<file path="src/rtl/lcg_pkg.sv">
// Shared constants and FSM encoding for the LCG sequencer slice.
package lcg_pkg;

    localparam int unsigned LCG_WIDTH        = 8;
    localparam int unsigned LCG_MULT         = 13;
    localparam int unsigned LCG_INC          = 1;
    localparam int unsigned LCG_DEFAULT_SEED = 1;

    typedef enum logic [1:0] {
        IDLE     = 2'd0,
        RUN      = 2'd1,
        STOPPING = 2'd2
    } lcg_state_e;

endpackage

</file>
<file path="src/rtl/lcg_sequencer_if.sv">
// Control inputs and valid/ready sample stream of the LCG sequencer.
interface lcg_sequencer_if import lcg_pkg::*; #(
    parameter int unsigned WIDTH = LCG_WIDTH
) ();

    logic             seed_load;
    logic [WIDTH-1:0] seed_in;
    logic             start;
    logic             stop;
    logic             out_valid;
    logic             out_ready;
    logic [WIDTH-1:0] out_data;
    logic [WIDTH-1:0] sample_count;
    logic             period_wrap;
    logic             busy;

    modport master (
        input  seed_load, seed_in, start, stop, out_ready,
        output out_valid, out_data, sample_count, period_wrap, busy
    );

    modport slave (
        output seed_load, seed_in, start, stop, out_ready,
        input  out_valid, out_data, sample_count, period_wrap, busy
    );

endinterface

</file>
<file path="src/rtl/lcg_next.sv">
// Combinational LCG step: (MULT*cur + INC) mod 2^WIDTH as a shift-add over the set bits of MULT.
module lcg_next import lcg_pkg::*; #(
    parameter int unsigned WIDTH = LCG_WIDTH,
    parameter int unsigned MULT  = LCG_MULT,
    parameter int unsigned INC   = LCG_INC
) (
    input  logic [WIDTH-1:0] cur,
    output logic [WIDTH-1:0] nxt
);

    logic [WIDTH-1:0] acc;

    // Only the low WIDTH bits of each partial product survive the modulus.
    always_comb begin
        acc = '0;
        for (int i = 0; i < 32; i++) begin
            if (MULT[i]) begin
                acc = acc + (cur << i);
            end
        end
        nxt = acc + WIDTH'(INC);
    end

endmodule

</file>
<file path="src/rtl/lcg_sequencer.sv">
// Registered, loadable LCG state streamed over valid/ready with sample counting and period flag.
module lcg_sequencer import lcg_pkg::*; #(
    parameter int unsigned WIDTH        = LCG_WIDTH,
    parameter int unsigned MULT         = LCG_MULT,
    parameter int unsigned INC          = LCG_INC,
    parameter int unsigned DEFAULT_SEED = LCG_DEFAULT_SEED
) (
    input logic             clk,
    input logic             rst_n,
    lcg_sequencer_if.master bus
);

    lcg_state_e       fsm_q;
    logic [WIDTH-1:0] state_q;
    logic [WIDTH-1:0] period_seed_q;
    logic [WIDTH-1:0] count_q;
    logic             valid_q;
    logic             wrap_q;
    logic [WIDTH-1:0] nxt;
    logic             hs;

    lcg_next #(
        .WIDTH (WIDTH),
        .MULT  (MULT),
        .INC   (INC)
    ) u_next (
        .cur (state_q),
        .nxt (nxt)
    );

    assign hs = valid_q & bus.out_ready;

    always_ff @(posedge clk or negedge rst_n) begin
        if (!rst_n) begin
            fsm_q         <= IDLE;
            state_q       <= WIDTH'(DEFAULT_SEED);
            period_seed_q <= WIDTH'(DEFAULT_SEED);
            count_q       <= '0;
            valid_q       <= 1'b0;
            wrap_q        <= 1'b0;
        end else if (bus.seed_load) begin
            // Load overrides everything: pending sample dropped, coincident handshake not counted.
            fsm_q         <= IDLE;
            state_q       <= bus.seed_in;
            period_seed_q <= bus.seed_in;
            count_q       <= '0;
            valid_q       <= 1'b0;
            wrap_q        <= 1'b0;
        end else begin
            wrap_q <= hs && (count_q == '1);
            if (hs) begin
                state_q <= nxt;
                count_q <= count_q + WIDTH'(1);
            end
            case (fsm_q)
                IDLE: begin
                    if (bus.start) begin
                        fsm_q         <= RUN;
                        valid_q       <= 1'b1;
                        count_q       <= '0;
                        period_seed_q <= state_q;
                    end
                end
                RUN: begin
                    if (bus.stop) begin
                        if (hs) begin
                            fsm_q   <= IDLE;
                            valid_q <= 1'b0;
                        end else begin
                            fsm_q <= STOPPING;
                        end
                    end
                end
                STOPPING: begin
                    if (hs) begin
                        fsm_q   <= IDLE;
                        valid_q <= 1'b0;
                    end
                end
                default: begin
                    fsm_q   <= IDLE;
                    valid_q <= 1'b0;
                end
            endcase
        end
    end

    assign bus.out_valid    = valid_q;
    assign bus.out_data     = state_q;
    assign bus.sample_count = count_q;
    assign bus.period_wrap  = wrap_q;
    assign bus.busy         = (fsm_q != IDLE);

endmodule
</file>
<file path="src/flat_wrapper.sv">
// flat-port wrapper written by rule: the top's interface ports become plain ports
module lcg_sequencer_flat import lcg_pkg::*;
#(
    parameter int unsigned WIDTH        = LCG_WIDTH,
    parameter int unsigned MULT         = LCG_MULT,
    parameter int unsigned INC          = LCG_INC,
    parameter int unsigned DEFAULT_SEED = LCG_DEFAULT_SEED
)
  (clk, rst_n, bus_seed_load, bus_seed_in, bus_start, bus_stop, bus_out_ready, bus_out_valid, bus_out_data, bus_sample_count, bus_period_wrap, bus_busy);
  lcg_sequencer_if #(.WIDTH(WIDTH)) bus_i ();
  input logic clk;
  input logic rst_n;
  input wire logic [$bits(bus_i.seed_load)-1:0] bus_seed_load;
  input wire logic [$bits(bus_i.seed_in)-1:0] bus_seed_in;
  input wire logic [$bits(bus_i.start)-1:0] bus_start;
  input wire logic [$bits(bus_i.stop)-1:0] bus_stop;
  input wire logic [$bits(bus_i.out_ready)-1:0] bus_out_ready;
  output wire logic [$bits(bus_i.out_valid)-1:0] bus_out_valid;
  output wire logic [$bits(bus_i.out_data)-1:0] bus_out_data;
  output wire logic [$bits(bus_i.sample_count)-1:0] bus_sample_count;
  output wire logic [$bits(bus_i.period_wrap)-1:0] bus_period_wrap;
  output wire logic [$bits(bus_i.busy)-1:0] bus_busy;
  assign bus_i.seed_load = bus_seed_load;
  assign bus_i.seed_in = bus_seed_in;
  assign bus_i.start = bus_start;
  assign bus_i.stop = bus_stop;
  assign bus_i.out_ready = bus_out_ready;
  assign bus_out_valid = bus_i.out_valid;
  assign bus_out_data = bus_i.out_data;
  assign bus_sample_count = bus_i.sample_count;
  assign bus_period_wrap = bus_i.period_wrap;
  assign bus_busy = bus_i.busy;
  lcg_sequencer #(.WIDTH(WIDTH), .MULT(MULT), .INC(INC), .DEFAULT_SEED(DEFAULT_SEED)) u_core (.clk(clk), .rst_n(rst_n), .bus(bus_i));
endmodule
</file>
<file path="config.mk">
export PLATFORM = sky130hd
export DESIGN_NAME = lcg_sequencer_flat
export DESIGN_NICKNAME = d
export VERILOG_FILES = /design/src/rtl/lcg_pkg.sv /design/src/rtl/lcg_sequencer_if.sv /design/src/rtl/lcg_next.sv /design/src/rtl/lcg_sequencer.sv /design/src/flat_wrapper.sv
export SDC_FILE = /design/constraint.sdc
export NUM_CORES = 1
export LEC_CHECK = 0
export ABC_AREA = 1
export CORE_MARGIN = 2
export CORE_UTILIZATION = 47
export CTS_BUF_LIST = sky130_fd_sc_hd__clkbuf_4
export DETAILED_ROUTE_END_ITERATION = 7
export HOLD_SLACK_MARGIN = 0.03
export PLACE_DENSITY = 0.91
export SLEW_MARGIN = 20
export SYNTH_ARGS = -nofsm -noshare
export SYNTH_HDL_FRONTEND = slang
export SYNTH_HIERARCHICAL = 1
export SYNTH_SLANG_ARGS = --single-unit
</file>
<file path="constraint.sdc">
create_clock -name clk -period 1.87 [get_ports clk]
set_input_delay 0.187 -clock clk [delete_from_list [all_inputs] [get_ports clk]]
set_output_delay 0.187 -clock clk [all_outputs]
set_load 0.02 [all_outputs]
</file>
==> results of run 1 <==
-- layout by cell type, fill, tap and decap left out, types with 2 or more instances in the layout --
cell,synthesis,routed
inv_2,3,4
ha_1,11,7
a31oi_1,8,8
clkdlybuf4s50_1,0,31
nand3_1,12,10
nand3_2,0,2
a21oi_1,6,4
dfrtp_2,0,4
dfrtp_1,19,15
clkbuf_4,0,3
nor2_2,2,2
a21oi_2,1,3
nand2_1,60,55
buf_4,0,13
nand2_2,2,6
xor2_1,2,2
fa_1,4,4
xnor2_1,3,3
nand2_4,1,2
o21ai_0,2,2
inv_1,26,25
ha_4,0,4
nor2_1,24,24
nand4_1,4,4
-- kinds of logic (layout without fill, tap and decap cells) --
family / after synthesis / in the layout / share of synthesized area (%)
AND/OR/NAND/NOR: 107 / 107 / 31.4
buffers and inverters: 31 / 79 / 8.69
flip-flops: 20 / 20 / 34.9
AO/OA/AOI/OAI: 17 / 17 / 6.87
adder cells (fa/ha/maj): 15 / 15 / 15.1
XOR/XNOR: 5 / 5 / 3.04
-- path summary, 6_finish.rpt --
path	startpoint	to	depth (start not counted)
max in group asynchronous	rst_n	u_core/bus.out_data[0]	2
min	rst_n	u_core/fsm_q[1]	2
min in group clk	bus_seed_in[0]	u_core/bus.out_data[0]	3
max	u_core/bus.out_data[2]	u_core/bus.out_data[5]	8
max reg2reg	u_core/bus.out_data[2]	u_core/bus.out_data[5]	8
min reg2reg	u_core/fsm_q[0]	u_core/fsm_q[0]	2
-- worst reg2reg max path, cell delays in order, from the launching register on --
cell and delay (ns):
dfrtp_2 0.45, fa_1 0.60, ha_4 0.22, nand2_2 0.09, inv_2 0.04, a21oi_2 0.12
xnor2_1 0.13, nand2_1 0.07, a31oi_1 0.18
-- sequential cells by signal (all words and copies together), names as in the netlist --
| name | cells |
|---|---|
| u_core/bus.out_data | 8 |
| u_core/bus.out_valid | 1 |
| u_core/bus.period_wrap | 1 |
| u_core/bus.sample_count | 8 |
| u_core/fsm_q | 2 |
-- per-stage QoR --
step           power [uW]  TNS [ns]  instances  instance area (um^2)  hold WS, ns
6_report             3680    -0.328        276                  2010        0.217
5_1_grt              4010    -0.803        276                  2010        0.242
4_1_cts              3570    -0.379        276                  2000        0.214
3_5_place_dp         3130    -0.412        270                  1940        0.499
3_3_place_gp         3010    -0.160        270                  1940        0.483
2_1_floorplan        2350    -0.339        195                  1500       -0.109
-- power groups by stage --
| stage | registers, uW | logic, uW | clock network [uW] |
|---|---|---|---|
| after detailed placement | 656 | 2480 | 0 |
| final | 640 | 2840 | 205 |
| after floorplan | 758 | 1600 | 0 |
| after global placement | 645 | 2370 | 0 |
| after CTS | 645 | 2700 | 217 |
| after global routing | 656 | 3120 | 234 |
-- timing repair --
item | in CTS | in global routing
hold endpoints to repair | 0 | 0
buffers inserted | 2 | 0
setup endpoints to repair | 5 | 5
gates resized for setup | 4 | 4
pin swaps | 7 | 5
cloned | 0 | 0
-- routing by layer --
layer,global-route usage [%],vias up
met1,26.2,649
met2,38.0,25
met4,7.79,0
met3,2.40,4
met5,0,-
li1,-,711
-- layout make-up --
| cell class | instances | area, um^2 |
|---|---|---|
| Clock buffer | 3 | 22.5 |
| Clock inverter | 1 | 3.75 |
| Fill cell | 254 | 970 |
| Inverter | 29 | 109 |
| Multi-Input combinational cell | 144 | 897 |
| Sequential cell | 20 | 507 |
| Tap cell | 33 | 41.3 |
| Timing Repair Buffer | 46 | 428 |
==> results.yml, run 1 <==
detailed_routing:
  vias: 1389
  wl_per_cell_um: 12.2
  met2_length_um: 1810
  ant_nets: 0
  highest_layer: "met4"
  wl_met1_um: 1430
  first_iter_violations: 33
  drt_pass1_iterations: 4
  wl_met3_um: 125
  drc: 0
  finalWirelength_um: 3380
  via_per_inst: 5.03
die:
  die_h_um: 59.3
  die_area_um2: 3520
  die_width_um: 59.3
  num_rows: 20
  initial_core_util_pct: 48.3
  ios: 33
  core_area_um2: 2980
grt:
  grt_max_degree: 21
  grt_pass1_wl_um: 5710
  overflow: 0
  grt_pass1_vias: 1346
  antenna_found_initial: 0
  track_usage_pct: 21.3
sta:
  hold_viol: 0
  period_minus_slack_ns: 1.99
  period_share_pct: 106
  finalWorstSetupSlack_ns: -0.119
  finalMaxSlewViolations: 0
  max_freq_mhz: 503
  rsz0062_at_grt: "yes"
  setup_viol: 4
  slew_headroom_pct: 77.6
  tightest_slew_ns: 0.334
  clock_skew_ns: 0.00189
clock_network:
  cts.hold.buffers_added: 0
  cts_root_buf: "clkbuf_4"
  tritoncts: "yes"
  numCtsBuffers: 3
  cts_sinks: 20
  cts_buffer_depth: 2
  ctsHtreeMaxLevel: 1
  path_clk_slew_ns: 0.11
  clk_latency_ns: 0.29
synthesis:
  syn_nets: 224
  yosys.area.top_type_share_pct: 33.0
  synth_area_leaders: "dfrtp_1 (33%), nand2_1 (16%), ha_1 (9.6%), inv_1 (6.8%), nor2_1 (6.3%)"
  synth_area_um2: 1440
  synth_enable_flop_cells: 0
  yosysTopAreaCell: "dfrtp_1"
  synth.distinct_cells: 23
  synth-seq-area-share_pct: 34.9
  synth_cells: 195
  synth-seq-cells: 20
  synth_flop_cell: "dfrtp_1"
  synth.most_common_cell: "nand2_1"
  synthArstFlopShare_pct: 100
  ys_warn_count: 6
  syn_area_per_cell_um2: 7.38
  synthTopCellsByCount: "nand2_1 (60), inv_1 (26), nor2_1 (24), dfrtp_1 (19), nand3_1 (12)"
setup_path:
  crit_path_end_kind: "flop"
  crit_required_ns: 2.09
  cp_num_buf_inv: 1
  cp_slowest_cell: "fa_1"
  cp-start-kind: "flop"
  cp_data_arrival_time_ns: 2.21
  path_max_fanout: 3
  worst_path_largest_cell_delay_ns: 0.60
  path_delay_family: "adder cells"
  path_cells: "fa_1 > ha_4 > nand2_2 > inv_2 > a21oi_2 > xnor2_1 > nand2_1 > a31oi_1"
  r2r_slack_ns: -0.12
  criticalPathCategory: "reg2reg"
hold_path:
  hp-class: "in2async"
pwr:
  p_leak_uw: 0.000962
  p_clk_share_pct: 5.6
  irDropWorstVdd_uv: 657
  p_int_uw: 2000
  power_density_nw_per_um2: 1830
  p_comb_share_pct: 77.0
  seq_power_share_pct: 17.4
  switching_share_pct: 45.7
  switchingPower_uw: 1680
layout:
  syn_to_final_growth_pct: 39.6
  drive_above_1_share_pct: 18.9
  fin_nets: 273
  fin_util_pct: 67.4
  diodes: 0
outcome:
  violations: "negative setup slack"
  outcome: "finished with violations"
place:
  io_buffer_count: 32
  hpwl_um: 2720
  place_ws_ns: -0.133
  gp_congestion: 0.861
run:
  cap_violations: 0
No activity file was read; power rests on OpenSTA's default activity.
==> run 2: changes to the inputs <==
--- a/config.mk
+++ b/config.mk
@@ -6,7 +6,6 @@
 export NUM_CORES = 1
 export LEC_CHECK = 0
 export ABC_AREA = 1
-export CORE_MARGIN = 2
 export CORE_UTILIZATION = 47
 export CTS_BUF_LIST = sky130_fd_sc_hd__clkbuf_4
 export DETAILED_ROUTE_END_ITERATION = 7
==> results.yml, run 2 (synthesis gave the netlist of run 1 again) <==
outcome:
  outcome: "finished with violations"
  violations: "design-rule violations, negative setup slack"
die:
  die_h_um: 57.3
  initial_core_util_pct: 50.9
  ios: 33
  num_rows: 19
  die_width_um: 57.3
  die_area_um2: 3290
  core_area_um2: 2830
clock_network:
  numCtsBuffers: 3
  path_clk_slew_ns: 0.12
  cts_root_buf: "clkbuf_4"
  clk_latency_ns: 0.30
  cts_sinks: 20
  ctsHtreeMaxLevel: 1
  cts.hold.buffers_added: 0
  tritoncts: "yes"
  cts_buffer_depth: 2
sta:
  hold_viol: 0
  period_minus_slack_ns: 2.07
  setup_viol: 5
  finalSetupTns_ns: -0.456
  finalWorstSetupSlack_ns: -0.204
  rsz0062_at_grt: "yes"
  max_freq_mhz: 482
  tightest_slew_ns: 0.272
  clock_skew_ns: 0.00321
  finalMaxSlewViolations: 0
  period_share_pct: 111
  slew_headroom_pct: 81.9
detailed_routing:
  first_iter_violations: 63
  ant_nets: 0
  via_per_inst: 5.18
  drt_pass1_iterations: 6
  wl_per_cell_um: 13.4
  vias: 1425
  finalWirelength_um: 3690
  drc: 3
layout:
  final_cell_mix: "nand2_1 (55), clkdlybuf4s50_1 (31), inv_1 (25)"
  mostFrequentLayoutCell: "nand2_1"
  fin_nets: 274
  syn_to_final_growth_pct: 43.8
  fin_util_pct: 73.2
  diodes: 0
  drive_above_1_share_pct: 20.5
  fill_cells: 194
setup_path:
  cp-start-kind: "flop"
  cp_slowest_cell: "fa_1"
  cp_data_arrival_time_ns: 2.30
  path_cells: "fa_1 > ha_4 > nand2_4 > inv_2 > nand2_2 > nand2_1 > nor2_1 > nand2_1 > nand2_1 > nand2_1 > a31oi_1"
  cp_num_buf_inv: 1
  path_delay_family: "adder cells"
  crit_required_ns: 2.10
  crit_top_cell: "nand2_1"
  path_max_fanout: 4
  criticalPathCategory: "reg2reg"
  crit_path_end_kind: "flop"
  worst_path_largest_cell_delay_ns: 0.61
pwr:
  irDropWorstVdd_uv: 908
  p_leak_uw: 0.000993
  power_density_nw_per_um2: 2010
place:
  io_buffer_count: 32
  gp_congestion: 0.879
  hpwl_um: 2530
grt:
  grt_pass1_wl_um: 5540
  grt_max_degree: 21
  overflow: 0
  grt_pass1_vias: 1228
  track_usage_pct: 22.2
  antenna_found_initial: 0
hold_path:
  hp-class: "in2async"
run:
  cap_violations: 0
==> run 2: cell count changes in the layout (fill, tap and decap cells not counted) <==
cell	previous run	this run
nand2_2	6	3
buf_4	13	14
xor2_1	2	0
xor2_2	0	2
clkinv_1	1	0
bufinv_16	0	1
nand2_4	2	5
==> run 2: worst reg2reg max path, stage by stage (launching register included) <==
cell and delay, ns:
dfrtp_2 0.47, fa_1 0.61, ha_4 0.24, nand2_4 0.07, inv_2 0.04, nand2_2 0.06
nand2_1 0.06, nor2_1 0.12, nand2_1 0.06, nand2_1 0.05, nand2_1 0.05, a31oi_1 0.16
==> run 2: cell type report <==
type,count,area (um^2),area share (%)
inverter,29,109,5.26
clock buffer,3,22.5,1.09
clock inverter,1,30.0,1.45
sequential,20,507,24.5
multi-input combinational,144,927,44.8
timing repair buffer,47,435,21.0
tap,31,38.8,1.87
==> run 2: per-layer routing <==
layer / part of all wire, % / vias to the layer above / GRT usage [%]
li1: - / 713 / -
met1: 43 / 656 / 29.4
met2: 51 / 48 / 37.8
met3: 4.8 / 8 / 3.63
met4: 1.5 / 0 / 5.92
met5: 0 / - / 0
==> run 2: what timing repair did <==
action                                  CTS  global route
endpoints found under the setup margin    6             5
buffers inserted                          0             0
pin swaps                                 7            17
resized for setup                         4             9
==> run 2: metrics by stage <==
step / cells / worst slack (ns) / hold slack, ns / cell area, um^2 / power, uW
detailed placement: 271 / -0.159 / 0.493 / 1960 / 3220
finish: 275 / -0.204 / 0.212 / 2070 / 4150
CTS: 275 / -0.179 / 0.210 / 2020 / 3680
global route: 275 / -0.266 / 0.217 / 2070 / 4420
floorplan: 195 / -0.0978 / -0.109 / 1500 / 2350
global placement: 271 / -0.0823 / 0.491 / 1960 / 3130
==> run 2: path summary, 6_finish.rpt <==
path | slack [ns] | depth (start not counted) | end | start
setup / recovery | -0.20 | 11 | u_core/bus.out_data[7] | u_core/bus.out_data[3]
hold / removal | 0.21 | 2 | u_core/bus.sample_count[5] | rst_n
setup reg to reg | -0.20 | 11 | u_core/bus.out_data[7] | u_core/bus.out_data[3]
hold reg to reg | 0.52 | 2 | u_core/fsm_q[1] | u_core/fsm_q[1]
max in group asynchronous | 1.38 | 2 | u_core/bus.out_data[0] | rst_n
min in group clk | 0.41 | 3 | u_core/bus.out_data[0] | bus_seed_in[0]
==> run 2: power by group <==
part           total [uW]  switching (uW)  internal [uW]
clock network         357             141            216
logic                3150            1630           1520
registers             645             113            532
==> run 3: changes to the inputs <==
--- a/config.mk
+++ b/config.mk
@@ -6,11 +6,11 @@
 export NUM_CORES = 1
 export LEC_CHECK = 0
 export ABC_AREA = 1
-export CORE_UTILIZATION = 47
+export CORE_UTILIZATION = 40
 export CTS_BUF_LIST = sky130_fd_sc_hd__clkbuf_4
 export DETAILED_ROUTE_END_ITERATION = 7
 export HOLD_SLACK_MARGIN = 0.03
-export PLACE_DENSITY = 0.91
+export PLACE_DENSITY = 0.81
 export SLEW_MARGIN = 20
 export SYNTH_ARGS = -nofsm -noshare
 export SYNTH_HDL_FRONTEND = slang
==> results.yml, run 3 (synthesis gave the netlist of run 1 again) <==
clock_network:
  cts_sinks: 20
  path_clk_slew_ns: 0.13
  clk_latency_ns: 0.31
  numCtsBuffers: 3
  cts_buffer_depth: 2
  tritoncts: "yes"
  ctsHtreeMaxLevel: 1
  cts_root_buf: "clkbuf_4"
die:
  die_area_um2: 3840
  core_area_um2: 3390
  die_width_um: 62.0
  initial_core_util_pct: 42.5
  ios: 33
  num_rows: 21
  die_h_um: 62.0
pwr:
  power_density_nw_per_um2: 1850
  p_leak_uw: 0.000984
  irDropWorstVdd_uv: 857
  finalPower_uw: 3820
sta:
  period_minus_slack_ns: 1.96
  finalMaxSlewViolations: 0
  setup_viol: 5
  period_share_pct: 105
  max_freq_mhz: 511
  hold_viol: 0
  tightest_slew_ns: 0.258
  clock_skew_ns: 0.0107
  slew_headroom_pct: 82.7
  finalWorstSetupSlack_ns: -0.0860
  rsz0062_at_grt: "yes"
layout:
  drive_above_1_share_pct: 20.0
  diodes: 0
  fin_nets: 275
  finalNonFillerCells: 291
  fin_util_pct: 60.9
  design_area_um2: 2070
  fill_cells: 296
  final_cell_mix: "nand2_1 (55), clkdlybuf4s50_1 (31), inv_1 (25)"
  syn_to_final_growth_pct: 43.6
  mostFrequentLayoutCell: "nand2_1"
setup_path:
  criticalPathCategory: "reg2reg"
  path_cells: "fa_1 > ha_4 > nand3_2 > nand2_2 > nand3_2 > nand2_1 > nand2_1 > nand2_1 > nand2_1 > a31oi_1"
  cp_num_buf_inv: 0
  worst_path_largest_cell_delay_ns: 0.56
  path_delay_family: "adder cells"
  crit_required_ns: 2.11
  path_max_fanout: 3
  cp_data_arrival_time_ns: 2.20
  cp_slowest_cell: "dfstp_2"
  cp-start-kind: "flop"
  crit_top_cell: "nand2_1"
  crit_path_end_kind: "flop"
grt:
  grt_pass1_vias: 1268
  overflow: 0
  grt_pass1_wl_um: 5620
  antenna_found_initial: 0
  grt_max_degree: 21
  track_usage_pct: 20.0
detailed_routing:
  wl_per_cell_um: 11.8
  drc: 0
  vias: 1396
  first_iter_violations: 64
  drt_pass1_iterations: 4
  ant_nets: 0
  finalWirelength_um: 3420
  via_per_inst: 4.80
place:
  hpwl_um: 2580
  post-place-cells: 286
  place_ws_ns: -0.104
  gp_congestion: 0.865
  place_area_um2: 1970
  io_buffer_count: 32
outcome:
  violations: "negative setup slack"
  outcome: "finished with violations"
hold_path:
  hp-class: "in2async"
run:
  cap_violations: 0
run 3: cell types whose count changed in the layout (fill, tap and decap cells not counted):
| cell | change |
|---|---|
| xor2_2 | -2 |
| nand2_2 | +3 |
| xor2_1 | +2 |
| nand2_4 | -3 |
| buf_4 | +1 |
run 3: worst paths after layout:
path                                            startpoint                         end  slack [ns]  cells after the start
max in group asynchronous                            rst_n      u_core/bus.out_data[0]        1.40                      2
worst max-delay path                u_core/bus.out_data[0]      u_core/bus.out_data[6]       -0.09                     10
min in group clk                            bus_seed_in[0]      u_core/bus.out_data[0]        0.42                      3
worst min-delay path                                 rst_n  u_core/bus.sample_count[5]        0.19                      2
worst min register to register  u_core/bus.sample_count[0]  u_core/bus.sample_count[0]        0.54                      1
worst max register to register      u_core/bus.out_data[0]      u_core/bus.out_data[6]       -0.09                     10
run 3: stage by stage:
step	TNS, ns	hold slack, ns
5_1_grt	-0.766	0.218
2_1_floorplan	-0.339	-0.109
4_1_cts	-0.291	0.196
6_report	-0.295	0.193
3_3_place_gp	-0.152	0.496
3_5_place_dp	-0.297	0.503
run 3: report_power, final:
| part | internal, uW | switching [uW] |
|---|---|---|
| Combinational | 1390 | 1430 |
| Clock | 217 | 141 |
| Sequential | 532 | 108 |
| Total | 2140 | 1680 |
run 3: layout make-up:
| cell class | instances | area [um^2] | share of cell area (%) |
|---|---|---|---|
| tap | 46 | 57.6 | 2.79 |
| clock inverter | 1 | 30.0 | 1.45 |
| sequential | 20 | 507 | 24.5 |
| timing repair buffer | 48 | 443 | 21.4 |
| inverter | 29 | 109 | 5.27 |
| multi-input combinational | 144 | 897 | 43.4 |
| clock buffer | 3 | 22.5 | 1.09 |
run 3: routing by layer:
layer	up-vias	track usage, %	share of wire [%]
met1	645	26.4	45
met5	-	0	0
met3	2	3.93	3.8
met2	32	34.7	51
met4	0	2.86	0.23
li1	717	-	-
run 3: repair_timing:
action | in CTS | in global routing
resized for setup | 5 | 3
setup endpoints to repair | 6 | 5
hold endpoints to repair | 0 | 0
hold buffers | 0 | 0
pin swaps | 12 | 4
buffers inserted | 1 | 0
